File: src/rtl/counter_4b.sv
// counter_4b: binary up/down counter with synchronous clear, parallel load,
// count enable, optional saturation, a combinational terminal-count flag and
// a registered one-cycle wrap pulse.
module counter_4b #(
   parameter int               WIDTH    = 4,
   parameter logic [WIDTH-1:0] RST_VAL  = '0,
   parameter bit               SATURATE = 1'b0
) (
   input  logic             clk,
   input  logic             rst,
   input  logic             en,
   input  logic             up_dn,
   input  logic             clr,
   input  logic             load,
   input  logic [WIDTH-1:0] load_val,
   output logic [WIDTH-1:0] count,
   output logic             tc,
   output logic             wrap
);

   localparam logic [WIDTH-1:0] ALL_ONES = '1;
   localparam logic [WIDTH-1:0] ZERO     = '0;

   logic [WIDTH-1:0] r_count;
   logic             r_wrap;
   logic [WIDTH-1:0] w_count_nxt;
   logic             w_wrap_nxt;
   logic             w_at_max;
   logic             w_at_min;

   // One enabled step: returns {wrap, next_count}. At a limit the counter
   // either rolls over (flagging wrap) or holds when saturating.
   function automatic logic [WIDTH:0] step_count(input logic [WIDTH-1:0] cur,
                                                 input logic             dir_up);
      logic [WIDTH-1:0] nxt;
      logic             wr;
      nxt = cur;
      wr  = 1'b0;
      if (dir_up) begin
         if (cur == ALL_ONES) begin
            if (SATURATE) begin
               nxt = cur;
            end else begin
               nxt = ZERO;
               wr  = 1'b1;
            end
         end else begin
            nxt = cur + 1'b1;
         end
      end else begin
         if (cur == ZERO) begin
            if (SATURATE) begin
               nxt = cur;
            end else begin
               nxt = ALL_ONES;
               wr  = 1'b1;
            end
         end else begin
            nxt = cur - 1'b1;
         end
      end
      return {wr, nxt};
   endfunction

   assign w_at_max = (r_count == ALL_ONES);
   assign w_at_min = (r_count == ZERO);

   // Next-state selection with priority clr > load > en; wrap only from a step.
   always_comb begin
      w_count_nxt = r_count;
      w_wrap_nxt  = 1'b0;
      if (clr) begin
         w_count_nxt = RST_VAL;
      end else if (load) begin
         w_count_nxt = load_val;
      end else if (en) begin
         {w_wrap_nxt, w_count_nxt} = step_count(r_count, up_dn);
      end
   end

   // State register; synchronous reset overrides every other input.
   always_ff @(posedge clk) begin
      if (rst) begin
         r_count <= RST_VAL;
         r_wrap  <= 1'b0;
      end else begin
         r_count <= w_count_nxt;
         r_wrap  <= w_wrap_nxt;
      end
   end

   assign count = r_count;
   assign wrap  = r_wrap;
   assign tc    = (up_dn && w_at_max) || (!up_dn && w_at_min);

endmodule

File: config.mk
export PLATFORM = sky130hd
export DESIGN_NAME = counter_4b
export DESIGN_NICKNAME = d
export VERILOG_FILES = /design/src/rtl/counter_4b.sv
export SDC_FILE = /design/constraint.sdc
export NUM_CORES = 1
export LEC_CHECK = 0
export ABC_AREA = 1
export CAP_MARGIN = 20
export CORE_AREA = 5 5 42 44
export DETAILED_ROUTE_END_ITERATION = 8
export DIE_AREA = 0 0 47 49
export SLEW_MARGIN = 15
export SYNTH_ARGS = -nofsm -noshare
export SYNTH_HDL_FRONTEND = slang
export SYNTH_SLANG_ARGS = --single-unit
File: constraint.sdc
create_clock -name clk -period 1.5 [get_ports clk]
set_input_delay 0.3 -clock clk [delete_from_list [all_inputs] [get_ports clk]]
set_output_delay 0.3 -clock clk [all_outputs]
set_load 0.005 [all_outputs]
## Word level (Yosys, flattened, before mapping)

Cells that the tools add are included.
W data, S select, Z words.

| word-level totals | value |
|---|---|
| bits in registers | 5 |
| input port bits | 10 |
| output and inout port bits | 6 |
| word-level logic and storage cells | 22 |

| operators by class | value |
|---|---|
| add/subtract/negate cells | 2 |
| eq/ne operators | 1 |
| muxes and demuxes | 8 |
| bitwise operators | 1 |
| reductions and logical operators | 8 |

Operator list:

| cell | count |
|---|---|
| $mux W4 | 5 |
| $add A4 B1 Y4 const B | 1 |
| $eq A4 B4 Y1 const B | 1 |
| $logic_not A4 Y1 | 1 |
| $reduce_or A4 Y1 | 1 |
| $sub A4 B1 Y4 const B | 1 |
| $mux W1 | 3 |
| $logic_and A1 B1 Y1 | 2 |
| $reduce_bool A2 Y1 | 1 |
| $reduce_or A2 Y1 | 1 |
| $logic_not A1 Y1 | 1 |
| $logic_or A1 B1 Y1 | 1 |
| $not A1 Y1 | 1 |

## Longest topological paths before layout

Gate-level depths: netlist of run 1.

| logic depth | value |
|---|---|
| depth in word-level cells | 5 |
| gate-level depth with buffers | 8 |
| mapped depth without buffers | 8 |

## Least setup slack after synthesis of run 1

No wires, ideal clock.

| timing | value |
|---|---|
| path type | register to register |
| start point | reg r_count[0], in the netlist count[0] |
| end point | reg r_count[3], in the netlist count[3] |
| setup time | 115 ps |
| arrival | 1103 ps |
| required time | 1385 ps |
| path slack | 283 ps |
| cell stages (with the launch flop) | 9 |
| buffers on the path | 0 |
| clock period less this slack | 1217 ps |
| cells stage by stage | dfxtp_1 inv_2 ha_1 a21oi_1 nand2_1 nand3_1 nand3_1 nand2_1 a21oi_2 |

| on the way | value |
|---|---|
| cells in the longest elaborated chain, start to end | 5 |
| elaborated cells on any way between the ends | 9 |
| classes of those cells | add/sub: 2; eq/ne: 1; mux: 5; reduce/logical: 1 |

Ends and longest elaborated chain:

| item | line | RTL |
|---|---|---|
| from (decl) | 24 | `logic [WIDTH-1:0] r_count;` |
| from (signal assigned) | 87 | `r_count <= w_count_nxt;` |
| $sub A4 B1 Y4, or another cell as far along | 59 | `nxt = cur - 1'b1;` |
| $mux W4 (on tied branches) | 51, 40 |  |
| $mux W4 * | 39 | `if (dir_up) begin` |
| $mux W4 * | 76 | `end else if (en) begin` |
| $mux W4 * | 74 | `end else if (load) begin` |

Mark *: on every way between the ends. The rest lies on a longest branch, timed or not. The select of a mux whose other input is x is not followed.
A chain may end at the register's enable or synchronous reset.

## Final worst setup path of run 1

| timing | value |
|---|---|
| start point | reg r_count[3], in the netlist count[3] |
| end point | out count[3] |

RTL lines:

| item | line | RTL |
|---|---|---|
| to (decl) | 16 | `output logic [WIDTH-1:0] count,` |

No word-level cell between the ends.

==> metrics, run 1 <==
status=completed; Max-cap violations=0; antenna violations before repair=0; Syn Nets=71; Setup crit end kind=output port; DRC Markers=0; CP Class=flip-flop to output port; worst path arrival time=1.15 ns; Root Driver=clkbuf_4; H-tree lvl count=1; Clk Latency, worst-skew pair=0.25 ns; Ports=16; Lkg Pwr=0.3251 nW; fraction of synthesized cell area in xor and xnor cells=4.487%; critical path fanouts, max=4; max incr delay on CP=0.52 ns; CTS tree=done; post-synthesis sequential area ratio=25.64%; Tmin final=1.446 ns; mux cell area share after synthesis=0%; WP data required=1.20 ns; ANT cells=0; GR Overflow Total=0; path depth of the worst reg2reg path=10; 1st-pass router iterations=4; crit path buf inv count=1; initial drt markers=7; total power=0.4435 mW; Crit path depth=1; Setup crit start=count[3]$_SDFFE_PP0P_; hold-fix buffer count after cts=0; most frequent cell after synthesis=nand2_1; VDD IR max=0.0002285 V; synth unique cells=19; Post-synth EDFFs=0; complex-gate fraction of the synthesized area=11.22%; Area Overhead vs Synth=81.41%; Yosys warning count=0; R2R Path End=count[3]$_SDFFE_PP0P_; via count=493; final core occ=50.54%; GPL Wtd Cong=0.7927; HP Class=flip-flop to flip-flop; Slew HR=90.09%; top post-synthesis cells by area=dfxtp_1 (26%), nand2_1 (17%), nand3_1 (9.0%); crit path to=count[3]; r2r startpoint=count[0]$_SDFFE_PP0P_; Post-Synth Simple-Gate Area=41.35%; worst-path cell chain=clkdlybuf4s50_1; Layout fillers=141; largest area contributor in the netlist=dfxtp_1; Die Outline Area=0.002303 mm²; dpl cells=100; setup ws final=0.05357 ns; Die W=47 µm; Clock Skew=0.005379 ns; final slew viol count=0; first-pass GRT wire length=1828 µm; ANT nets after route=0; clock slew at reported path FFs=0.05 ns; Multi-input gate area=277.8 µm²; dominant synthesized flop cell=dfxtp_1; Core Box Area=0.001401 mm²; gr usage total=10.99%; Max Root-Sink Buffers=2; Synth top area share=25.64%; fin cells=106; total CTS buffers=3; Netlist Area Pre-Place=390.4 µm²; FP Rows=14; RSZ-0062 raised after global routing=false; Register Area=108.9 µm²; routed wire length=1122 µm; Syn Inst Count=59; Vias/cell=4.651; Critical Path Source Type=flip-flop; Tcrit/Tclk final=96.43%; Chip Height=49 µm; Sink Count=5; flop2flop setup slack=0.11 ns; post-synthesis adder-cell area fraction=6.410%; Synth top cells by count=nand2_1 (18), nand3_1 (7), dfxtp_1 (5), inv_1 (5), nor2_1 (4); largest family of logic cells by synthesized area=simple AND/OR/NAND/NOR gates; fmax=691.4 MHz; Fin Setup TNS=0 ns; I/O Buffers=15; Starting Density=27.86%; pre-CTS setup slack=-0.3476 ns; Crit path max-delay family=buffers and inverters; synthesized area per cell=6.617 µm²; pin count of the biggest net entering global routing=7; power density over the cells=626.2 mW/mm²; ratio of cells with drive above 1 in the final layout=35.56%; vias in the first global route=476; final hold violation count=0; DP HPWL=896 µm; Final #Nets=103; Setup-failing EPs final=0; Slew @ Worst Pin=0.1485 ns; Slowest-stage cell, CP=clkdlybuf4s50_1; Routed wire per std cell=10.58 µm; register bit total from synthesis=5; ys async rst share=0%
-- worst min path at each step --
stage,startpoint,cells after the start,to
final,count[2]$_SDFFE_PP0P_,2,count[2]$_SDFFE_PP0P_
after global routing,count[2]$_SDFFE_PP0P_,2,count[2]$_SDFFE_PP0P_
after CTS,count[2]$_SDFFE_PP0P_,2,count[2]$_SDFFE_PP0P_
after detailed placement,count[2]$_SDFFE_PP0P_,2,count[2]$_SDFFE_PP0P_
after global placement,count[2]$_SDFFE_PP0P_,2,count[2]$_SDFFE_PP0P_
after floorplan,load,2,count[0]$_SDFFE_PP0P_
-- kinds of logic (layout without fill, tap and decap cells) --
group / Yosys count / count (layout)
flip-flops: 5 / 5
AO/OA/AOI/OAI: 6 / 6
AND/OR/NAND/NOR: 35 / 35
XOR/XNOR: 2 / 2
adder cells (fa/ha/maj): 2 / 2
buffers and inverters: 9 / 40
-- cell usage in the layout, fill, tap and decap left out, types with 2 or more instances in the layout --
master           Yosys  final
inv_2                2      2
a31oi_1              3      3
buf_4                0     14
clkdlybuf4s50_1      0     11
dfxtp_1              5      2
nand3_1              7      6
dfxtp_4              0      2
dlygate4sd2_1        0      3
inv_1                5      4
nor2_1               4      4
ha_4                 0      2
nand4_1              3      3
nand2_1             18     18
clkbuf_4             0      3
-- routing by layer --
layer	share of wire (%)	global-route usage, %
met2	49	16.06
met1	44	13.44
met3	3.6	2.214
met4	3.4	8.295
met5	0	0
-- flip-flops by register name (all words and copies together), names as in the netlist --
| name | cells |
|---|---|
| wrap | 1 |
| count | 4 |
-- what timing repair did --
item / 4_1_cts / 5_1_grt
endpoints found under the hold margin: 0 / 0
setup endpoints to repair: 3 / 2
setup buffers: 1 / 1
resized for setup: 16 / 3
pin swaps: 2 / 2
gates cloned: 0 / 0
-- stage by stage --
| step | hold WS (ns) | instance area, µm² |
|---|---|---|
| floorplan | 0.4575 | 390.4 |
| global placement | 0.5294 | 634.4 |
| detailed placement | 0.5269 | 634.4 |
| CTS | 0.5388 | 703.2 |
| global route | 0.5377 | 708.2 |
| finish | 0.5087 | 708.2 |
-- power by group --
part           internal, mW  leakage (nW)  switching, mW
combinational        0.0780         0.267         0.0544
sequential            0.137        0.0427        0.00764
clock                 0.101        0.0150         0.0650
total                 0.316         0.325          0.127
-- cell type report --
cell class                 instances  share of cell area, %
clock buffer                       4                  3.710
inverter                           7                  4.064
multi-input combinational         45                  39.22
sequential                         5                  15.37
tap                               16                  2.827
timing repair buffer              29                  34.81
No activity file was read; power rests on OpenSTA's default activity.
==> run 2, diff against run 1 <==
GPL_ROUTABILITY_DRIVEN = 0   (was default)
SETUP_SLACK_MARGIN = 0.05   (was default)
==> run 2 against run 1 <==
  * Non-clock buffer count fell by 1
  * Worst setup slack improved by 0.037 ns
  * Highest routed layer unchanged
  * Design area fell by 0.71%
  * Clock skew fell by 0.0016 ns
  * Critical path type unchanged
==> metrics, run 2 (synthesis results as in run 1) <==
r2r startpoint=count[0]$_SDFFE_PP0P_; I/O Buffers=15; power density over the cells=628.6 mW/mm²; crit path buf inv count=1; vias in the first global route=473; Critical Path Source Type=flip-flop; Chip Height=49 µm; clock slew at reported path FFs=0.05 ns; Multi-input gate area=281.5 µm²; RSZ-0062 raised after global routing=true; H-tree lvl count=1; Setup crit end kind=output port; initial drt markers=14; ratio of cells with drive above 1 in the final layout=37.08%; total CTS buffers=3; most frequent cells in the layout=nand2_1 (18), buf_4 (13), clkdlybuf4s50_1 (11); Setup crit start=count[2]$_SDFFE_PP0P_; CTS tree=done; first-pass GRT wire length=1800 µm; Starting Density=27.86%; FP Rows=14; Sink Count=5; final hold violation count=0; worst path arrival time=1.11 ns; 1st-pass router iterations=4; final core occ=50.18%; R2R Path End=count[3]$_SDFFE_PP0P_; flop2flop setup slack=0.13 ns; Ports=16; Core Box Area=0.001401 mm²; CP Class=flip-flop to output port; Max Root-Sink Buffers=2; DRC Markers=0; fmax=709.5 MHz; Area Overhead vs Synth=80.13%; Die Outline Area=0.002303 mm²; fin cells=105; via count=491; Tcrit/Tclk final=93.96%; pin count of the biggest net entering global routing=7; GR Overflow Total=0; Register Area=110.1 µm²; HP Class=flip-flop to flip-flop; Slew HR=90.53%; Crit path max-delay family=buffers and inverters; Lkg Pwr=0.3195 nW; critical path fanouts, max=5; crit path to=count[2]; WP data required=1.20 ns; Max-cap violations=0; commonest non-fill, non-tap cell in the layout=nand2_1; worst-path cell chain=clkdlybuf4s50_1; Vias/cell=4.676; Layout fillers=143; max reg flops=4; Crit path depth=1; Routed wire per std cell=10.41 µm; final slew viol count=0; ANT nets after route=0; ANT cells=0; routed wire length=1093 µm; antenna violations before repair=0; Die W=47 µm; Final #Nets=102; dpl cells=100; max incr delay on CP=0.50 ns; Root Driver=clkbuf_4; Slowest-stage cell, CP=clkdlybuf4s50_1; Clock Skew=0.003796 ns; path depth of the worst reg2reg path=10; DP HPWL=896 µm; VDD IR max=0.0002455 V; gr usage total=10.57%; status=completed; Tmin final=1.409 ns; Clk Latency, worst-skew pair=0.25 ns; Setup-failing EPs final=0; Slew @ Worst Pin=0.1411 ns
run 2: changes by cell type in the layout (fill, tap and decap cells not counted), sizes merged:
cell / before / now
buf: 15 / 14
run 2: metrics by stage:
step	power [mW]	area (µm²)	worst slack, ns	setup TNS [ns]	hold WS [ns]
5_1_grt	0.4689	703.2	0.03681	0	0.5377
4_1_cts	0.4473	698.2	0.05089	0	0.5109
3_5_place_dp	0.2754	634.4	-0.3476	-0.3478	0.5269
2_1_floorplan	0.2024	390.4	0.2825	0	0.4575
6_report	0.4420	703.2	0.09054	0	0.5085
3_3_place_gp	0.2738	634.4	-0.3309	-0.3309	0.5294
run 2: area by class of cell:
cell class / count / area share (%)
sequential: 5 / 15.66
clock buffer: 4 / 3.737
timing repair buffer: 28 / 33.99
multi-input combinational: 45 / 40.04
inverter: 7 / 3.737
tap: 16 / 2.847
run 2: repair_timing:
action                                  CTS  global route
resized for setup                        18             2
hold buffers                              0             0
hold endpoints to repair                  0             0
pin swaps                                 3             0
setup buffers                             1             0
endpoints found under the setup margin    4             2
run 2: layer usage:
layer | track usage (%) | vias up | share of wire (%)
met3 | 0 | 3 | 3.1
met4 | 8.295 | 0 | 2.3
met5 | 0 | - | 0
met2 | 16.06 | 13 | 50
met1 | 13.44 | 220 | 44
li1 | - | 255 | -
run 2: worst min-delay path by stage:
stage,from,endpoint,slack (ns),cells after the start
CTS,count[2]$_SDFFE_PP0P_,count[2]$_SDFFE_PP0P_,0.51,2
finish,count[2]$_SDFFE_PP0P_,count[2]$_SDFFE_PP0P_,0.51,2
global route,count[2]$_SDFFE_PP0P_,count[2]$_SDFFE_PP0P_,0.54,2
floorplan,load,count[0]$_SDFFE_PP0P_,0.46,2
detailed placement,count[2]$_SDFFE_PP0P_,count[2]$_SDFFE_PP0P_,0.53,2
global placement,count[2]$_SDFFE_PP0P_,count[2]$_SDFFE_PP0P_,0.53,2
run 2: worst reg2reg max path, delay by kind of cell, from the launching register on:
family	cells	cell delay, ns
fa+ha+maj	1	0.16
compound gates	2	0.17
buf+inv	3	0.30
flops	1	0.37
simple gates	4	0.26
run 2: power breakdown:
part           switching (mW)  internal (mW)
sequential            0.00721          0.138
clock                  0.0625          0.101
combinational          0.0553         0.0784
total                   0.125          0.317
==> run 3, diff against run 2 <==
SETUP_SLACK_MARGIN = 0.3   (was 0.05)
==> run 3 against run 2 <==
  * Global-route usage up 2.5 points
  * Register-to-register slack better by 0.11 ns
  * Largest power group unchanged
  * Design area is 8.9% higher
==> metrics, run 3 (synthesis results as in run 1) <==
fin cells=110; DRC Markers=0; Critical Path Source Type=flip-flop; Chip Height=49 µm; final core occ=54.64%; Clock Skew=0.0009421 ns; CTS tree=done; initial drt markers=13; routed wire length=1382 µm; hold path cells=4; Setup crit end kind=output port; Sink Count=5; Layout fillers=143; final hold violation count=0; max reg flops=4; Crit path max-delay family=flip-flops; H-tree lvl count=1; final slew viol count=0; Max-cap violations=0; path depth of the worst reg2reg path=10; Slew HR=84.16%; flop2flop setup slack=0.24 ns; antenna violations before repair=0; crit path buf inv count=1; gr usage total=13.10%; Core Box Area=0.001401 mm²; worst path arrival time=1.12 ns; FP Rows=14; Final #Nets=107; CP Class=flip-flop to output port; r2r startpoint=count[1]$_SDFFE_PP0P_; post-route cell area=765.7 µm²; GR Overflow Total=0; critical path fanouts, max=3; total power=0.4526 mW; worst-path cell chain=ha_4 > nand4_1 > nand2_1 > buf_2; I/O Buffers=15; Root Driver=clkbuf_4; via count=526; pin count of the biggest net entering global routing=7; Slowest-stage cell, CP=dfxtp_4; Slew @ Worst Pin=0.2373 ns; Die W=47 µm; Tcrit/Tclk final=94.55%; Setup-failing EPs final=0; WP data required=1.20 ns; RSZ-0062 raised after global routing=true; most frequent cells in the layout=buf_4 (17), nand2_1 (16), clkdlybuf4s50_1 (7); dpl cells=99; Die Outline Area=0.002303 mm²; power density over the cells=591.1 mW/mm²; Clk Latency, worst-skew pair=0.25 ns; 1st-pass router iterations=4; Setup crit start=count[0]$_SDFFE_PP0P_; total CTS buffers=3; Routed wire per std cell=12.56 µm; fmax=705.1 MHz; Ports=16; clock slew at reported path FFs=0.04 ns; max incr delay on CP=0.37 ns; VDD IR max=0.0003940 V; Tmin final=1.418 ns; hold-fix buffer count after cts=0; vias in the first global route=526; ANT cells=0; Max Root-Sink Buffers=2; first-pass GRT wire length=2139 µm; Area Overhead vs Synth=96.15%; R2R Path End=count[3]$_SDFFE_PP0P_; worst hold endpoint=count[3]$_SDFFE_PP0P_; status=completed; dpl cell area=629.4 µm²; ratio of cells with drive above 1 in the final layout=52.13%; Vias/cell=4.782; ANT nets after route=0; commonest non-fill, non-tap cell in the layout=buf_4; HP Class=input port to flip-flop; DP HPWL=959.8 µm; Lkg Pwr=0.3618 nW; Starting Density=27.86%; min-delay src=load
run 3: cell count changes in the layout (fill, tap and decap cells not counted), sizes merged:
| cell | change |
|---|---|
| dlymetal6s2s | +1 |
| clkdlybuf4s50 | -4 |
| buf | +8 |
run 3: through the flow:
stage | hold WS, ns | TNS, ns | setup WS (ns)
3_3_place_gp | 0.6319 | -0.4486 | -0.3920
5_1_grt | 0.4888 | 0 | 0.02732
3_5_place_dp | 0.6379 | -0.5631 | -0.4293
4_1_cts | 0.6140 | 0 | 0.1146
6_report | 0.4595 | 0 | 0.08172
2_1_floorplan | 0.4499 | 0 | 0.3480
run 3: worst max path at each step:
stage | end | slack [ns] | cells past startpoint
2_1_floorplan | count[3]$_SDFFE_PP0P_ | 0.35 | 8
6_report | tc | 0.08 | 4
3_5_place_dp | tc | -0.43 | 4
4_1_cts | tc | 0.11 | 5
3_3_place_gp | tc | -0.39 | 4
5_1_grt | tc | 0.03 | 4
run 3: final cells by class:
type / count / area (µm²) / area share, %
multi-input combinational: 45 / 304.0 / 39.71
sequential: 5 / 110.1 / 14.38
clock buffer: 4 / 26.28 / 3.431
inverter: 7 / 31.28 / 4.085
tap: 16 / 20.02 / 2.614
timing repair buffer: 33 / 274.0 / 35.78
run 3: routing by layer:
layer | part of all wire [%] | GRT usage, %
met5 | 0 | 0
met4 | 2.6 | 5.530
met3 | 5.8 | 5.535
met2 | 54 | 23.08
met1 | 37 | 12.53
run 3: worst register-to-register path: stages (launching register included):
cell	delay, ns
dfxtp_4	0.37
inv_4	0.04
buf_4	0.12
buf_4	0.12
buf_4	0.12
nand3_1	0.07
nand2_1	0.05
nand3_1	0.07
nand3_1	0.07
nand2_1	0.07
a21oi_2	0.05
run 3: power by group:
part | leakage [nW] | internal [mW] | switching [mW]
logic | 0.304 | 0.0822 | 0.0646
clock network | 0.0150 | 0.101 | 0.0598
registers | 0.0431 | 0.138 | 0.00740
run 3: timing repair:
| action | in CTS | in global routing |
|---|---|---|
| endpoints found under the setup margin | 8 | 5 |
| setup buffers | 4 | 3 |
| pin swaps | 9 | 9 |
| resized for setup | 33 | 10 |
| endpoints found under the hold margin | 0 | 0 |
